`src/rtl/rv_mem_arb_if.sv`:
```
// rv_mem_arb_if
// Bundles every bus signal of the rv_mem_arb memory arbiter into one
// interface. Its three channels are:
//   m0_*  : instruction-fetch master  (req/addr/we/wdata in, gnt/rsp/rdata/err out)
//   m1_*  : load/store master         (same shape as m0_*)
//   s_*   : shared memory slave       (req/addr/we/wdata out, ready/rsp/rdata in)
// Modports:
//   master : the arbiter's view. It arbitrates the two masters and masters
//            the single memory port.
//   slave  : the environment's view. This is the requesting masters plus the
//            memory slave, as used by a bench or by the surrounding SoC glue.
// Parameters:
//   AW : address width
//   DW : data width
interface rv_mem_arb_if #(
  parameter int AW = 32,
  parameter int DW = 32
);

  // Master 0 (instruction fetch)
  logic          m0_req;
  logic [AW-1:0] m0_addr;
  logic          m0_we;
  logic [DW-1:0] m0_wdata;
  logic          m0_gnt;
  logic          m0_rsp;
  logic [DW-1:0] m0_rdata;
  logic          m0_err;

  // Master 1 (load/store)
  logic          m1_req;
  logic [AW-1:0] m1_addr;
  logic          m1_we;
  logic [DW-1:0] m1_wdata;
  logic          m1_gnt;
  logic          m1_rsp;
  logic [DW-1:0] m1_rdata;
  logic          m1_err;

  // Shared slave port
  logic          s_req;
  logic [AW-1:0] s_addr;
  logic          s_we;
  logic [DW-1:0] s_wdata;
  logic          s_ready;
  logic          s_rsp;
  logic [DW-1:0] s_rdata;

  modport master (
    input  m0_req, m0_addr, m0_we, m0_wdata,
    output m0_gnt, m0_rsp, m0_rdata, m0_err,
    input  m1_req, m1_addr, m1_we, m1_wdata,
    output m1_gnt, m1_rsp, m1_rdata, m1_err,
    output s_req, s_addr, s_we, s_wdata,
    input  s_ready, s_rsp, s_rdata
  );

  modport slave (
    output m0_req, m0_addr, m0_we, m0_wdata,
    input  m0_gnt, m0_rsp, m0_rdata, m0_err,
    output m1_req, m1_addr, m1_we, m1_wdata,
    input  m1_gnt, m1_rsp, m1_rdata, m1_err,
    input  s_req, s_addr, s_we, s_wdata,
    output s_ready, s_rsp, s_rdata
  );

endinterface

```
`src/rtl/rv_mem_arb.sv`:
```
// rv_mem_arb
// Two-master, single-slave memory arbiter. The instruction-fetch master (m0)
// and the load/store master (m1) share one memory port. Exactly one
// transaction is in flight at a time. The arbiter forwards it to the slave,
// routes the response back to the master that issued it, and answers with an
// error response if the slave stays silent for TMO_CYC cycles.
//
// Ports:
//   clk : system clock
//   rst : asynchronous, active-low reset
//   bus : rv_mem_arb_if.master
//         m0_*/m1_* : request side. gnt is combinational and only asserted
//                     in IDLE. rsp is a one-cycle pulse, with rdata/err valid
//                     in that same cycle.
//         s_*       : slave side. s_req is held with stable fields until
//                     s_ready. s_rsp completes both reads and writes.
//
// Parameters:
//   AW      : address width (must match the interface)
//   DW      : data width (must match the interface)
//   TMO_CYC : number of WAIT cycles before an error response; 0 disables it
//
// Configuration macro:
//   RV_ARB_RR_EN : when defined, simultaneous requests are arbitrated
//                  round-robin: the master that was not served last wins.
//                  When undefined, fixed priority applies (m1 over m0) and
//                  no pointer state is kept.
module rv_mem_arb #(
  parameter int AW      = 32,
  parameter int DW      = 32,
  parameter int TMO_CYC = 255
) (
  input  logic         clk,
  input  logic         rst,
  rv_mem_arb_if.master bus
);

  // Counter width. It is still one bit when the timeout is disabled, so that
  // the register stays legal.
  localparam int CW = (TMO_CYC > 0) ? $clog2(TMO_CYC + 1) : 1;
  localparam logic [CW-1:0] TMO_LAST = (TMO_CYC > 0) ? CW'(TMO_CYC - 1) : '0;

  typedef enum logic [1:0] {
    S_IDLE,
    S_ISSUE,
    S_WAIT,
    S_RESP
  } state_t;

  state_t        state;
  state_t        state_nxt;

  // The captured transaction. owner is 0 for m0 and 1 for m1.
  logic          owner;
  logic [AW-1:0] addr_q;
  logic          we_q;
  logic [DW-1:0] wdata_q;

  logic [CW-1:0] cnt;
  logic          err_q;
  logic [DW-1:0] rdata0_q;
  logic [DW-1:0] rdata1_q;

  logic          pick_m1;
  logic          gnt0;
  logic          gnt1;
  logic          s_req_c;
  logic          tmo_fire;
  logic          rsp_capture;
  logic [DW-1:0] rsp_data;
  logic          rsp0;
  logic          rsp1;

`ifdef RV_ARB_RR_EN
  // Remembers who was served last. The reset value (0) means m0, so m1 wins
  // the first tie after reset.
  logic          last_m1;

  always_ff @(posedge clk or negedge rst) begin
    if (!rst) begin
      last_m1 <= 1'b0;
    end else if (gnt0 || gnt1) begin
      last_m1 <= gnt1;
    end
  end

  // A lone requester always wins. On a tie, the master not served last wins.
  always_comb begin
    pick_m1 = bus.m1_req;
    if (bus.m0_req && bus.m1_req) begin
      pick_m1 = !last_m1;
    end
  end
`else
  // Fixed priority: m1 wins whenever it requests.
  always_comb begin
    pick_m1 = bus.m1_req;
  end
`endif

  // State register.
  always_ff @(posedge clk or negedge rst) begin
    if (!rst) begin
      state <= S_IDLE;
    end else begin
      state <= state_nxt;
    end
  end

  // Next state, grant and slave request.
  // The timeout only fires while no s_rsp is present, so a real response
  // arriving in the last WAIT cycle still wins.
  always_comb begin
    state_nxt = state;
    gnt0      = 1'b0;
    gnt1      = 1'b0;
    s_req_c   = 1'b0;
    tmo_fire  = 1'b0;
    case (state)
      S_IDLE: begin
        if (bus.m0_req || bus.m1_req) begin
          gnt1      = pick_m1;
          gnt0      = !pick_m1;
          state_nxt = S_ISSUE;
        end
      end
      S_ISSUE: begin
        s_req_c = 1'b1;
        if (bus.s_ready) begin
          state_nxt = S_WAIT;
        end
      end
      S_WAIT: begin
        if (bus.s_rsp) begin
          state_nxt = S_RESP;
        end else if ((TMO_CYC != 0) && (cnt == TMO_LAST)) begin
          tmo_fire  = 1'b1;
          state_nxt = S_RESP;
        end
      end
      S_RESP: begin
        state_nxt = S_IDLE;
      end
      default: begin
        state_nxt = S_IDLE;
      end
    endcase
  end

  assign rsp_capture = (state == S_WAIT) && (bus.s_rsp || tmo_fire);
  assign rsp_data    = bus.s_rsp ? bus.s_rdata : '0;

  // Datapath registers.
  // Request fields are captured on the grant edge, so a master may change
  // them right after its grant. The counter is cleared throughout ISSUE,
  // which means WAIT always starts counting from zero. The counter saturates
  // instead of wrapping. Read data is kept per master, so the master that
  // does not own the response keeps its last value.
  always_ff @(posedge clk or negedge rst) begin
    if (!rst) begin
      owner    <= 1'b0;
      addr_q   <= '0;
      we_q     <= 1'b0;
      wdata_q  <= '0;
      cnt      <= '0;
      err_q    <= 1'b0;
      rdata0_q <= '0;
      rdata1_q <= '0;
    end else begin
      if (gnt0 || gnt1) begin
        owner   <= gnt1;
        addr_q  <= gnt1 ? bus.m1_addr  : bus.m0_addr;
        we_q    <= gnt1 ? bus.m1_we    : bus.m0_we;
        wdata_q <= gnt1 ? bus.m1_wdata : bus.m0_wdata;
      end
      if (state == S_ISSUE) begin
        cnt <= '0;
      end else if ((state == S_WAIT) && (cnt != '1)) begin
        cnt <= cnt + 1'b1;
      end
      if (rsp_capture) begin
        err_q <= tmo_fire;
        if (owner) begin
          rdata1_q <= rsp_data;
        end else begin
          rdata0_q <= rsp_data;
        end
      end
    end
  end

  assign rsp0 = (state == S_RESP) && !owner;
  assign rsp1 = (state == S_RESP) && owner;

  assign bus.m0_gnt   = gnt0;
  assign bus.m1_gnt   = gnt1;
  assign bus.m0_rsp   = rsp0;
  assign bus.m1_rsp   = rsp1;
  assign bus.m0_err   = rsp0 && err_q;
  assign bus.m1_err   = rsp1 && err_q;
  assign bus.m0_rdata = rdata0_q;
  assign bus.m1_rdata = rdata1_q;

  assign bus.s_req   = s_req_c;
  assign bus.s_addr  = addr_q;
  assign bus.s_we    = we_q;
  assign bus.s_wdata = wdata_q;

endmodule
```
`src/flat_wrapper.sv`:
```
// flat-port wrapper written by rule: the top's interface ports become plain ports
module rv_mem_arb_flat 
#(
  parameter int AW      = 32,
  parameter int DW      = 32,
  parameter int TMO_CYC = 255
)
  (clk, rst, bus_m0_req, bus_m0_addr, bus_m0_we, bus_m0_wdata, bus_m0_gnt, bus_m0_rsp, bus_m0_rdata, bus_m0_err, bus_m1_req, bus_m1_addr, bus_m1_we, bus_m1_wdata, bus_m1_gnt, bus_m1_rsp, bus_m1_rdata, bus_m1_err, bus_s_req, bus_s_addr, bus_s_we, bus_s_wdata, bus_s_ready, bus_s_rsp, bus_s_rdata);
  rv_mem_arb_if #(.AW(AW), .DW(DW)) bus_i ();
  input  logic clk;
  input  logic rst;
  input wire logic [$bits(bus_i.m0_req)-1:0] bus_m0_req;
  input wire logic [$bits(bus_i.m0_addr)-1:0] bus_m0_addr;
  input wire logic [$bits(bus_i.m0_we)-1:0] bus_m0_we;
  input wire logic [$bits(bus_i.m0_wdata)-1:0] bus_m0_wdata;
  output wire logic [$bits(bus_i.m0_gnt)-1:0] bus_m0_gnt;
  output wire logic [$bits(bus_i.m0_rsp)-1:0] bus_m0_rsp;
  output wire logic [$bits(bus_i.m0_rdata)-1:0] bus_m0_rdata;
  output wire logic [$bits(bus_i.m0_err)-1:0] bus_m0_err;
  input wire logic [$bits(bus_i.m1_req)-1:0] bus_m1_req;
  input wire logic [$bits(bus_i.m1_addr)-1:0] bus_m1_addr;
  input wire logic [$bits(bus_i.m1_we)-1:0] bus_m1_we;
  input wire logic [$bits(bus_i.m1_wdata)-1:0] bus_m1_wdata;
  output wire logic [$bits(bus_i.m1_gnt)-1:0] bus_m1_gnt;
  output wire logic [$bits(bus_i.m1_rsp)-1:0] bus_m1_rsp;
  output wire logic [$bits(bus_i.m1_rdata)-1:0] bus_m1_rdata;
  output wire logic [$bits(bus_i.m1_err)-1:0] bus_m1_err;
  output wire logic [$bits(bus_i.s_req)-1:0] bus_s_req;
  output wire logic [$bits(bus_i.s_addr)-1:0] bus_s_addr;
  output wire logic [$bits(bus_i.s_we)-1:0] bus_s_we;
  output wire logic [$bits(bus_i.s_wdata)-1:0] bus_s_wdata;
  input wire logic [$bits(bus_i.s_ready)-1:0] bus_s_ready;
  input wire logic [$bits(bus_i.s_rsp)-1:0] bus_s_rsp;
  input wire logic [$bits(bus_i.s_rdata)-1:0] bus_s_rdata;
  assign bus_i.m0_req = bus_m0_req;
  assign bus_i.m0_addr = bus_m0_addr;
  assign bus_i.m0_we = bus_m0_we;
  assign bus_i.m0_wdata = bus_m0_wdata;
  assign bus_m0_gnt = bus_i.m0_gnt;
  assign bus_m0_rsp = bus_i.m0_rsp;
  assign bus_m0_rdata = bus_i.m0_rdata;
  assign bus_m0_err = bus_i.m0_err;
  assign bus_i.m1_req = bus_m1_req;
  assign bus_i.m1_addr = bus_m1_addr;
  assign bus_i.m1_we = bus_m1_we;
  assign bus_i.m1_wdata = bus_m1_wdata;
  assign bus_m1_gnt = bus_i.m1_gnt;
  assign bus_m1_rsp = bus_i.m1_rsp;
  assign bus_m1_rdata = bus_i.m1_rdata;
  assign bus_m1_err = bus_i.m1_err;
  assign bus_s_req = bus_i.s_req;
  assign bus_s_addr = bus_i.s_addr;
  assign bus_s_we = bus_i.s_we;
  assign bus_s_wdata = bus_i.s_wdata;
  assign bus_i.s_ready = bus_s_ready;
  assign bus_i.s_rsp = bus_s_rsp;
  assign bus_i.s_rdata = bus_s_rdata;
  rv_mem_arb #(.AW(AW), .DW(DW), .TMO_CYC(TMO_CYC)) u_core (.clk(clk), .rst(rst), .bus(bus_i));
endmodule
```
`config.mk`:
```
export PLATFORM = sky130hd
export DESIGN_NAME = rv_mem_arb_flat
export DESIGN_NICKNAME = d
export VERILOG_FILES = /design/src/rtl/rv_mem_arb_if.sv /design/src/rtl/rv_mem_arb.sv /design/src/flat_wrapper.sv
export SDC_FILE = /design/constraint.sdc
export NUM_CORES = 1
export LEC_CHECK = 0
export ABC_CLOCK_PERIOD_IN_PS = 2000
export CAP_MARGIN = 20
export CORE_MARGIN = 3
export CORE_UTILIZATION = 40
export CTS_CLUSTER_SIZE = 16
export DETAILED_ROUTE_END_ITERATION = 10
export GPL_ROUTABILITY_DRIVEN = 0
export HOLD_SLACK_MARGIN = 0.08
export PLACE_DENSITY = 0.88
export SLEW_MARGIN = 20
export SYNTH_ARGS = -nofsm -noshare
export SYNTH_HDL_FRONTEND = slang
export SYNTH_SLANG_ARGS = --single-unit
```
`constraint.sdc`:
```
create_clock -name clk -period 2 [get_ports clk]
set_input_delay 0.2 -clock clk [delete_from_list [all_inputs] [get_ports clk]]
set_output_delay 0.2 -clock clk [all_outputs]
set_load 0.005 [all_outputs]
```
==> run summary <==
## Detailed routing
- **total wire length after detailed routing** 18600 um
- **iteration count of the initial detailed-routing pass** 4
- **number of nets with antenna violations after routing** 0
- **routed length per instance** 18.4 um
- **via/cell ratio** 5.26
- **remaining design rule violation count** 0
- **DRC violation total after the first TritonRoute iteration** 259
- **vias after detailed routing** 5330

## Worst setup path
- **category of the most critical setup path** reg2out
- **required time worst endpoint** 1.80 ns
- **endpoint of the worst-slack reg-to-reg timing path** u_core.bus.m1_rdata[1]
- **crit path cell chain** ha_4 -> and3_1 -> clkdlybuf4s50_1
- **data arrival at the endpoint of the critical path** 1.72 ns
- **max incr delay on CP** 0.53 ns
- **peak fanout along the critical path** 4
- **critical path buffer and inverter count** 1
- **Reg2Reg Setup Slack** 0.11 ns
- **worst-path cell with the longest stage delay** clkdlybuf4s50_1
- **worst reg-to-reg path cell count** 5
- **startpoint type of the worst setup path** flop
- **Critical Path End Type** output port
- **worst flop-to-flop path startpoint** u_core.cnt[0]
- **kind of cell adding the most delay to the critical path** buffers and inverters

## Die
- **number of placement rows** 44
- **count of boundary I/O pins** 304
- **initial standard-cell utilization of the core** 41.4%
- **die area** 0.0167 mm2
- **Die Ht** 129 um
- **area of the core** 0.0147 mm2
- **Die W** 129 um

## Finish
- **final std cell area, no fill** 0.0101 mm2
- **most frequent cells in the layout** 297 x clkdlybuf4s50_1, 141 x dfrtp_1, 72 x nand2_1
- **net count of the finished layout** 991
- **n_diodes** 0
- **final non-filler cell total** 1013
- **most common cell after layout, fill and taps aside** clkdlybuf4s50_1
- **share of post-route cells with drive strength above 1** 9.17%
- **relative area change from synthesis to final layout** 65.4%

## CTS
- **clock buffer count from CTS** 17
- **CTS H-Tree Depth** 4
- **Worst-path clk slew** 0.06 ns
- **clock tree from TritonCTS** built
- **cell chosen for the clock root** clkbuf_16
- **sinks on the clock net** 141
- **number of buffers between clock root and the deepest sink** 2
- **latest clock arrival within the worst-skew pair** 0.41 ns

## Timing
- **min cycle time layout** 1.92 ns
- **worst max-slew margin expressed relative to the limit** 40.8%
- **Setup WS post-layout** 0.0846 ns
- **slew at the pin closest to its max-slew limit** 0.885 ns
- **number of hold violations in the final report** 0
- **number of failing setup endpoints in the final timing report** 0
- **fmax** 522 MHz
- **worst clock skew** 0.00817 ns
- **final critical-path share of the clock period** 95.8%
- **max-slew violations** 0

## GRT
- **largest net degree at the start of global routing** 66
- **global routing usage summed across all routing layers** 22.3%
- **via count of the first global-routing pass** 5539
- **number of antenna violations at the first check in global routing** 0
- **wire length of the first global-routing pass** 28900 um
- **global-route congestion overflow total** 0

## Logic synthesis
- **Post-Synthesis Cells** 511
- **#FFs+latches synth** 141
- **number of distinct library cells after synthesis** 34
- **Avg Synthesized Cell Area** 11.9 um2
- **netlist area before placement** 0.00608 mm2
- **synthesis warning total** 0
- **sequential share of the synthesized area** 58.0%
- **total nets after synthesis** 686

## Placed design
- **placement-stage worst setup slack** 0.113 ns
- **number of cells in the design after placement** 973
- **number of buffers inserted by port buffering** 303
- **dpl cell area** 0.00935 mm2
- **placed wire-length estimate** 14100 um

## Run status
- **result of the run** completed

## Min path
- **worst min path class** in2async

## Job
- **MaxCap Viol Count** 0

## Power and ir drop
- **leakage dissipation** 0.00459 uW
- **peak ir drop on the vdd network** 0.604 mV
- **power density relative to cell area** 1440 mW/mm2
- **total power** 14500 uW

state kept, by name, indices dropped and copies added (netlist names):
register	cells
u_core.bus.s_wdata	32
u_core.bus.m1_rdata	32
u_core.err_q	1
u_core.owner	1
u_core.bus.s_addr	32
u_core.cnt	8
u_core.bus.s_we	1
u_core.bus.m0_rdata	32
u_core.state	2
kinds of logic (layout without fill, tap and decap cells):
group	Yosys count	in the layout	share of synthesized area (%)
xor+xnor	4	4	0.576
flops	141	141	58.0
fa+ha+maj	7	7	1.44
compound gates	147	147	18.4
simple gates	95	95	6.52
mux	66	66	10.9
buf+inv	51	369	4.13
per-stage QoR:
| step | util (%) | hold WS (ns) | TNS (ns) |
|---|---|---|---|
| global route | 68.5 | 0.299 | -0.00340 |
| detailed placement | 63.6 | 0.143 | 0 |
| finish | 68.5 | 0.278 | 0 |
| floorplan | - | -0.0956 | 0 |
| global placement | 63.6 | 0.145 | 0 |
| CTS | 68.2 | 0.270 | 0 |
where the power goes:
group | internal [uW] | switching (uW) | leakage (uW)
combinational | 3820 | 2550 | 0.00253
clock | 1880 | 1310 | 0.000291
sequential | 4140 | 776 | 0.00177
total | 9840 | 4640 | 0.00459
how the worst max path moves through the flow:
stage / slack [ns] / end / cells past startpoint / start
5_1_grt: -0.003 / u_core.bus.m0_rdata[24] / 5 / u_core.cnt[0]
4_1_cts: 0.03 / bus_m1_err / 3 / u_core.state[0]
2_1_floorplan: 0.31 / u_core.bus.s_wdata[10] / 7 / u_core.state[0]
3_5_place_dp: 0.11 / u_core.bus.m0_rdata[26] / 6 / u_core.state[0]
3_3_place_gp: 0.17 / u_core.bus.m1_rdata[29] / 5 / u_core.cnt[0]
6_report: 0.08 / bus_m1_err / 3 / u_core.state[1]
Yosys cell counts:
| library cell | count | area share, % |
|---|---|---|
| and3_1 | 1 | 0.10 |
| clkbuf_2 | 1 | 0.082 |
| a31o_2 | 1 | 0.14 |
| and2_1 | 2 | 0.21 |
| a21oi_1 | 4 | 0.33 |
| inv_1 | 7 | 0.43 |
| mux2i_1 | 65 | 11 |
| o32a_1 | 1 | 0.16 |
| nor2_4 | 1 | 0.19 |
| dfrtp_1 | 141 | 58 |
| nor3_1 | 2 | 0.16 |
| ha_1 | 7 | 1.4 |
| a41oi_1 | 3 | 0.43 |
| mux2_2 | 1 | 0.19 |
| buf_6 | 7 | 1.3 |
| buf_1 | 7 | 0.43 |
| a22o_1 | 1 | 0.14 |
| nand2_1 | 73 | 4.5 |
| xnor2_1 | 4 | 0.58 |
| o21ai_0 | 65 | 5.3 |
| nand2b_1 | 1 | 0.10 |
| nand3_1 | 2 | 0.16 |
| a211oi_1 | 4 | 0.49 |
| nor2_1 | 9 | 0.56 |
| a2111oi_2 | 1 | 0.25 |
| buf_2 | 5 | 0.41 |
| and4_4 | 1 | 0.19 |
| clkbuf_1 | 24 | 1.5 |
| o21ai_4 | 2 | 0.53 |
| nor2b_1 | 1 | 0.10 |
| and4_1 | 1 | 0.14 |
| o21ai_1 | 1 | 0.082 |
| nor4_1 | 1 | 0.10 |
| a32o_1 | 64 | 11 |
final cells by class:
cell class | instances | area (um2)
flip-flops and latches | 141 | 3530
fillers | 1087 | 4630
well taps | 184 | 230
clock inverters | 15 | 175
clock buffers | 17 | 425
multi-input cells | 319 | 2370
repair buffers | 330 | 3310
inverters | 7 | 26.3
per-layer routing:
metal	vias up	track usage, %	wire, um
met2	236	38.8	9640
met5	-	0	0
li1	2502	-	-
met4	0	9.88	590
met3	34	7.17	1560
met1	2558	25.1	6840
what timing repair did:
action / in CTS / in global routing
setup buffers: 6 / 1
gates resized for setup: 9 / 6
setup endpoints to repair: 3 / 38
hold buffers: 1 / 0
endpoints found under the hold margin: 105 / 0
pin swaps: 1 / 1
Power figures use the tool's default switching activity.
